### src/rtl/mem_stage_pkg.sv
// Shared types and constants for the MEM pipeline stage.
package mem_stage_pkg;

    typedef enum logic [0:0] {
        IDLE     = 1'b0,
        WAIT_ACK = 1'b1
    } mem_state_e;

    localparam logic [1:0] WORD_ALIGN_MASK        = 2'b11;
    localparam int         DEFAULT_TIMEOUT_CYCLES = 16;

    // Width needed for a counter that must reach timeout_cycles.
    function automatic int cnt_width(input int timeout_cycles);
        return $clog2(timeout_cycles + 1);
    endfunction

endpackage

### src/rtl/mem_wb_pipe_reg.sv
// MEM/WB pipeline register: loads a bubble, a faulted instruction, or a
// normally completed instruction on every clock edge.
module mem_wb_pipe_reg
    import mem_stage_pkg::*;
(
    input  logic        clk,
    input  logic        reset,
    input  logic        load_bubble,
    input  logic        load_fault,
    input  logic        in_valid,
    input  logic        in_reg_write,
    input  logic [4:0]  in_reg_addr,
    input  logic        in_mem_to_reg,
    input  logic [31:0] in_alu_result,
    input  logic [31:0] in_load_data,
    output logic        valid,
    output logic        reg_write,
    output logic [4:0]  reg_addr,
    output logic [31:0] result,
    output logic        excp
);

    logic        valid_d, valid_q;
    logic        reg_write_d, reg_write_q;
    logic [4:0]  reg_addr_d, reg_addr_q;
    logic [31:0] result_d, result_q;
    logic        excp_d, excp_q;

    always_comb begin
        valid_d     = in_valid;
        reg_write_d = in_reg_write & in_valid;
        reg_addr_d  = in_reg_addr;
        result_d    = in_mem_to_reg ? in_load_data : in_alu_result;
        excp_d      = 1'b0;

        if (load_bubble) begin
            valid_d     = 1'b0;
            reg_write_d = 1'b0;
            reg_addr_d  = 5'd0;
            result_d    = 32'd0;
            excp_d      = 1'b0;
        end else if (load_fault) begin
            // A faulted instruction still retires so WB can raise the exception.
            valid_d     = 1'b1;
            reg_write_d = 1'b0;
            result_d    = in_alu_result;
            excp_d      = 1'b1;
        end
    end

    always_ff @(posedge clk or negedge reset) begin
        if (!reset) begin
            valid_q     <= 1'b0;
            reg_write_q <= 1'b0;
            reg_addr_q  <= 5'd0;
            result_q    <= 32'd0;
            excp_q      <= 1'b0;
        end else begin
            valid_q     <= valid_d;
            reg_write_q <= reg_write_d;
            reg_addr_q  <= reg_addr_d;
            result_q    <= result_d;
            excp_q      <= excp_d;
        end
    end

    assign valid     = valid_q;
    assign reg_write = reg_write_q;
    assign reg_addr  = reg_addr_q;
    assign result    = result_q;
    assign excp      = excp_q;

endmodule

### src/rtl/mem_pipe_stage.sv
// MEM stage: word loads/stores over a req/ack bus with wait-state stalls,
// timeout abort, and fault detection feeding the MEM/WB register.
module mem_pipe_stage
    import mem_stage_pkg::*;
#(
    parameter int TIMEOUT_CYCLES = DEFAULT_TIMEOUT_CYCLES
) (
    input  logic        clk,
    input  logic        reset,
    input  logic        ex_mem_valid,
    input  logic [31:0] ex_mem_alu_result,
    input  logic [31:0] ex_mem_store_data,
    input  logic        ex_mem_mem_read,
    input  logic        ex_mem_mem_write,
    input  logic        ex_mem_mem_to_reg,
    input  logic        ex_mem_reg_write,
    input  logic [4:0]  ex_mem_write_reg_addr,
    output logic        dbus_req,
    output logic        dbus_we,
    output logic [31:0] dbus_addr,
    output logic [31:0] dbus_wdata,
    input  logic [31:0] dbus_rdata,
    input  logic        dbus_ack,
    output logic        mem_stall,
    output logic        mem_wb_valid,
    output logic        mem_wb_reg_write,
    output logic [4:0]  mem_wb_write_reg_addr,
    output logic [31:0] mem_wb_write_back_result,
    output logic        mem_wb_excp
);

    localparam int             CW       = cnt_width(TIMEOUT_CYCLES);
    localparam logic [CW-1:0]  CNT_LAST = CW'(TIMEOUT_CYCLES - 1);

    mem_state_e     state_d, state_q;
    logic [CW-1:0]  cnt_d, cnt_q;
    logic           rst_done_d, rst_done_q;

    logic memop, illegal, misaligned, fault_now;
    logic timeout_hit, abort;

    always_comb begin
        memop       = ex_mem_valid & (ex_mem_mem_read | ex_mem_mem_write);
        illegal     = ex_mem_mem_read & ex_mem_mem_write;
        misaligned  = |(ex_mem_alu_result[1:0] & WORD_ALIGN_MASK);
        fault_now   = memop & (illegal | misaligned);
        dbus_req    = rst_done_q & memop & ~fault_now &
                      ((state_q == IDLE) | (state_q == WAIT_ACK));
        timeout_hit = (state_q == WAIT_ACK) && (cnt_q == CNT_LAST);
        // Ack in the timeout cycle counts as completion.
        abort       = dbus_req & ~dbus_ack & timeout_hit;
        mem_stall   = dbus_req & ~dbus_ack & ~timeout_hit;
    end

    assign dbus_we    = ex_mem_mem_write;
    assign dbus_addr  = {ex_mem_alu_result[31:2], ex_mem_alu_result[1:0] & ~WORD_ALIGN_MASK};
    assign dbus_wdata = ex_mem_store_data;

    always_comb begin
        state_d    = state_q;
        cnt_d      = cnt_q;
        rst_done_d = 1'b1;

        case (state_q)
            IDLE: begin
                if (dbus_req && !dbus_ack) begin
                    state_d = WAIT_ACK;
                    cnt_d   = '0;
                end
            end
            WAIT_ACK: begin
                if (!dbus_req || dbus_ack || timeout_hit) begin
                    state_d = IDLE;
                    cnt_d   = '0;
                end else begin
                    cnt_d = cnt_q + CW'(1);
                end
            end
            default: begin
                state_d = IDLE;
                cnt_d   = '0;
            end
        endcase
    end

    always_ff @(posedge clk or negedge reset) begin
        if (!reset) begin
            state_q    <= IDLE;
            cnt_q      <= '0;
            rst_done_q <= 1'b0;
        end else begin
            state_q    <= state_d;
            cnt_q      <= cnt_d;
            rst_done_q <= rst_done_d;
        end
    end

    mem_wb_pipe_reg u_mem_wb (
        .clk           (clk),
        .reset         (reset),
        .load_bubble   (mem_stall),
        .load_fault    (fault_now | abort),
        .in_valid      (ex_mem_valid),
        .in_reg_write  (ex_mem_reg_write),
        .in_reg_addr   (ex_mem_write_reg_addr),
        .in_mem_to_reg (ex_mem_mem_to_reg),
        .in_alu_result (ex_mem_alu_result),
        .in_load_data  (dbus_rdata),
        .valid         (mem_wb_valid),
        .reg_write     (mem_wb_reg_write),
        .reg_addr      (mem_wb_write_reg_addr),
        .result        (mem_wb_write_back_result),
        .excp          (mem_wb_excp)
    );

endmodule

### config.mk
export PLATFORM = sky130hd
export DESIGN_NAME = mem_pipe_stage
export DESIGN_NICKNAME = d
export VERILOG_FILES = /design/src/rtl/mem_stage_pkg.sv /design/src/rtl/mem_wb_pipe_reg.sv /design/src/rtl/mem_pipe_stage.sv
export SDC_FILE = /design/constraint.sdc
export NUM_CORES = 1
export LEC_CHECK = 0
export BUFFER_PORTS_ARGS = -buffer_cell sky130_fd_sc_hd__buf_2
export CAP_MARGIN = 5
export CORE_ASPECT_RATIO = 1.1
export CORE_MARGIN = 5
export CORE_UTILIZATION = 40
export DETAILED_ROUTE_END_ITERATION = 10
export PLACE_DENSITY_LB_ADDON = 0.3
export SLEW_MARGIN = 20
export SYNTH_ARGS = -nofsm -noshare
export SYNTH_HDL_FRONTEND = slang
export SYNTH_SLANG_ARGS = --single-unit
### constraint.sdc
create_clock -name clk -period 1.7 [get_ports clk]
set_input_delay 0.34 -clock clk [delete_from_list [all_inputs] [get_ports clk]]
set_output_delay 0.34 -clock clk [all_outputs]
set_load 0.02 [all_outputs]
# Word level (Yosys, flattened, before mapping)
# Cells that the tools add are included.
word_totals:
  regBits: 47
  latchBits: 0
  mem_bits_rw: 0
  romBits: 0
  input_bits: 109
  wordCells: 50
  memories: 0
op_classes:
  addsub: 1
  n_mul: 0
  n_div: 0
  order_cmp: 0
  eq_ne: 2
  n_shift: 0
  mux: 16
  bitwise_logic: 16
  n_reduce_logical: 7
op_table:
  columns: ["op", "n"]
  rows:
  - ["two-way mux 32 bit", 3]
  - ["two-way mux 5 bit", 3]
  - ["one-hot mux 5 bit (2 select lines)", 1]
  - ["AND 1 bit", 9]
  - ["two-way mux 1 bit", 8]
  - ["adder 5 x 1 -> 5 bit, second input constant", 1]
  - ["== test 5 x 4 -> 1 bit, second input constant", 1]
  - ["inverter 1 bit", 4]
  - ["bitwise OR 1 bit", 3]
  - ["logical AND 1 bit", 2]
  - ["zero test 1 bit", 2]
  - ["logical OR 1 bit", 2]
  - ["inequality test 2 x 1 -> 1 bit, second input constant", 1]
  - ["one-hot mux 1 bit (2 select lines)", 1]
  - ["OR reduction 2 bit", 1]

# Logic depth before layout (Yosys ltp)
depth:
  depth_word: 10
  ltp_mapped: 7
  depth_no_buf: 6

# By module
# Synthesis repeated with hierarchy kept, for this count alone.
hier_totals:
  hier_cells: 271
  hier_area_um2: 2800.2
by_module_without_submodules:
  columns: ["mod", "instances", "cells_each", "area_per_inst_um2", "seq_area_each_um2"]
  rows:
  - ["mem_wb_pipe_reg", 1, 164, 1869.3, 1001.0]
  - ["mem_pipe_stage", 1, 107, 930.9, 175.2]

# Least setup slack after synthesis
# OpenSTA, ideal clock, no wires.
synth_timing:
  path_type: "register to output"
  from: "reg cnt_q[0]"
  to: "out mem_stall"
  t_arrival_ns: 1.370
  path_slack_ns: -0.010
  stages_incl_launch_ff: 7
  path_buffers: 0
  cell_sequence: "dfrtp_1 -> ha_1 -> and3_1 -> ha_1 -> nand2_1 -> nand2b_1 -> inv_1"
synth_between:
  elab_chain_cells: 4
synth_lines:
  columns: ["item", "line", "rtl"]
  rows:
  - ["start: declaration", "mem_pipe_stage.sv:36", "logic [CW-1:0] cnt_d, cnt_q;"]
  - ["start signal: assignment", "mem_pipe_stage.sv:93", "cnt_q <= cnt_d;"]
  - ["== test 5 x 4 -> 1 bit", "mem_pipe_stage.sv:49", "timeout_hit = (state_q == WAIT_ACK) && (cnt_q == CNT_LAST);"]
  - ["logical AND 1 bit", "mem_pipe_stage.sv:49", null]
  - ["inverter 1 bit", "mem_pipe_stage.sv:52", "mem_stall = dbus_req & ~dbus_ack & ~timeout_hit;"]
  - ["AND 1 bit", "mem_pipe_stage.sv:52", null]
  - ["end: declaration", "mem_pipe_stage.sv:24", "output logic mem_stall,"]
# No other way between the ends.

# Final worst setup path
layout_timing:
  from: "reg cnt_q[1]"
  to: "out mem_stall"
# Same word-level chain as after synthesis.

==> impl_metrics.csv <==
group,metric,value,unit
setup_path,startpoint_type,"register",
power_and_ir_drop,p_sw,814.7,uW
placed_design,place_area,3291,um2
floorplanning,rows,32,
outcome,violations,"negative setup slack",
global_routing,grt_max_degree,43,
clock_network,cts_tree,"built",
clock_network,numClockSinks,47,
timing,finalCriticalPeriod,1867,ps
job,cap_violations,0,
timing,setup_violations,1,
global_routing,antenna_found_initial,0,
power_and_ir_drop,p_sw_frac,0.2847,
logic_synthesis,netlist_area,2884,um2
setup_path,cp_max_fo,3,
layout,multi_input_area,1109,um2
global_routing,grt_pass1_vias,2266,
logic_synthesis,syn_avg_cell_area,9.456,um2
timing,worst_slack,-167.4,ps
layout,nNetsFinal,505,
layout,syn_to_final_growth,21.43,%
power_and_ir_drop,ir_drop,0.4835,mV
floorplanning,die_w,90.96,um
floorplanning,start_util,0.4116,
drt,wl,7699,um
floorplanning,ios,216,
power_and_ir_drop,power.density,817.1,nW/um2
hold_path,hold_path_class,"input pin to register",
placed_design,place_ws,25.11,ps
drt,drt_iter0_drc,93,
logic_synthesis,synth_area_leaders,"dfrtp_1, buf_4, nand3_1",
drt,drc,0,
power_and_ir_drop,combPwrFrac,0.231,
placed_design,io_buffer_count,149,
power_and_ir_drop,p_leak,1.750,nW
clock_network,clock_latency,300,ps
floorplanning,coreArea,7007,um2
logic_synthesis,synth_top_area_cell,"dfrtp_1",
drt,vias,2470,
timing,hold_violations,0,
layout,fin_area,3502,um2
clock_network,numCtsBuffers,5,
logic_synthesis,yosys-top-cells-count,"buf_4, nand3_1, dfrtp_1, nand2_1, o211ai_2",
outcome,status,"finished with violations",
power_and_ir_drop,fin_total_pwr,2.862,mW
clock_network,clk_pin_slew_worst_paths,90,ps
power_and_ir_drop,clockPowerShare,0.341,
global_routing,grt_overflow,0,
clock_network,cts_max_path_buffers,2,
placed_design,hpwl,5901,um
layout,regArea,1176,um2
logic_synthesis,seq_area_frac_synth,0.4078,
logic_synthesis,yosys_warnings,0,
setup_path,r2r_setup_slack,60,ps
drt,detail_route.vias_per_cell,5.146,
logic_synthesis,async_reset_ff_frac,1.000,
timing,drv_slew,0,
clock_network,root_buffer,"clkbuf_8",
setup_path,critical_path_required,1360,ps
timing,finClkSkew,6.643,ps
power_and_ir_drop,p_seq_frac,0.428,
setup_path,worst-setup-path-type,"register to output port",
floorplanning,dieHeight,99.06,um
setup_path,cp.arrival,1530,ps
floorplanning,die_area,9010,um2
layout,nFillCells,666,
setup_path,end_kind,"output port",
timing,rsz0062_at_grt,"yes",
drt,drtAntennaViolNets,0,
layout,final_core_util,0.4998,
placed_design,gp_congestion,0.8176,
logic_synthesis,synth_edf_count,0,
drt,routedWlPerCell,16.04,um
logic_synthesis,synth_cells,305,
logic_synthesis,yosys_most_used_dff,"dfrtp_1",
drt,drt_first_pass_iters,4,
global_routing,grt_pass1_wl,11710,um
timing,clock.fmax,535.5,MHz
logic_synthesis,yosysMostFrequentCell,"buf_4",
layout,layout-drive-gt1-share,0.5190,
logic_synthesis,synth_cell_type_count,30,
clock_network,htreeDepth,2,
power_and_ir_drop,p_int,2.047,mW
timing,fin_crit_sh,1.098,
logic_synthesis,synth.ff_latch_count,47,
logic_synthesis,synth_top_area_share,0.4078,
global_routing,track_usage,0.1585,
layout,diodes,0,
-- registers in the layout, indices dropped and copies added, names as in the netlist --
register and cells:
u_mem_wb.reg_write 1, u_mem_wb.reg_addr 5, cnt_q 5, u_mem_wb.result 32, u_mem_wb.excp 1, u_mem_wb.valid 1, rst_done_q 1, state_q 1
-- worst paths after layout --
path / from / end / cells after the start
min in group asynchronous: reset / u_mem_wb.result[11] / 2
hold / removal: ex_mem_write_reg_addr[4] / u_mem_wb.reg_addr[4] / 2
setup / recovery: cnt_q[1] / mem_stall / 7
max in group asynchronous: reset / u_mem_wb.result[26] / 3
setup reg to reg: cnt_q[1] / u_mem_wb.result[9] / 7
hold reg to reg: cnt_q[4] / cnt_q[4] / 2
-- layout make-up --
cell class | count | share of cell area
inverters | 4 | 0.004287
multi-input cells | 168 | 0.3165
well taps | 85 | 0.03037
repair buffers | 168 | 0.2740
clock buffers | 5 | 0.01965
flip-flops and latches | 47 | 0.3358
clock inverters | 3 | 0.01929
-- cells by family (layout without fill, tap and decap cells) --
logic type,after synthesis,in the layout,share of synthesized area
AOI/OAI and AO/OA,43,43,0.1501
xor gates and xnor gates,3,3,0.009112
adders and majority gates,2,2,0.008675
buffers and inverters,91,180,0.2217
DFF,47,47,0.4078
other,2,3,0.002604
and+or+nand+nor,117,117,0.2000
-- layout by cell type (no fill, tap or decap) --
cell           count
a32o_1             2
and2_1             6
and2_2             1
and3_1             2
and3_4             1
and4_1             1
buf_12             5
buf_2            148
buf_4             13
buf_6              1
bufinv_16          2
clkbuf_8           5
clkinvlp_4         1
conb_1             3
dfrtp_1           47
dlygate4sd3_1      1
ha_2               1
ha_4               1
inv_1              3
inv_2              1
nand2_1           33
nand2_4            1
nand2b_1           1
nand2b_4           1
nand3_1           63
nand3b_1           5
nand4b_1           1
nor2_1             1
o211ai_1           8
o211ai_2          22
o21ai_0            1
o21ai_1            2
o21ai_2            1
o221ai_1           1
o31ai_1            6
xnor2_1            1
xor2_1             2
-- layer usage --
layer	part of all wire	wire length (um)	GRT usage
met1	0.36	2803	0.1806
met4	0.037	283	0.07111
met5	0	0	0
met3	0.098	756	0.04504
met2	0.50	3855	0.2741
-- power by group through the flow --
stage / clock [mW] / sequential [mW] / combinational (mW)
detailed placement: 0 / 1.25 / 0.667
CTS: 1.00 / 1.23 / 0.672
floorplan: 0 / 1.37 / 0.405
global route: 1.04 / 1.23 / 0.718
finish: 0.976 / 1.23 / 0.660
global placement: 0 / 1.25 / 0.658
-- metrics by stage --
stage | instances | hold slack (ps) | setup TNS [ps]
finish | 480 | 238.6 | -167.4
global route | 480 | 233.4 | -238.9
CTS | 479 | 230.8 | -213.4
detailed placement | 468 | 322.6 | 0
global placement | 468 | 313.9 | 0
floorplan | 306 | 44.41 | 0
-- critical path, stage by stage (launching register included) --
cell and delay (ps):
dfrtp_1 400, ha_2 190, and3_4 190, ha_4 170, nand2_4 80, nand2b_4 50, inv_2 50, buf_6 100
-- repair_timing --
action                                  4_1_cts  5_1_grt
gates resized for setup                       7        3
hold endpoints to repair                      8        0
gates cloned                                  0        0
hold buffers                                  1        0
pin swaps                                     2        2
buffers inserted                              2        1
endpoints found under the setup margin        7       18
Note: power is estimated with default switching activity, not from simulation.
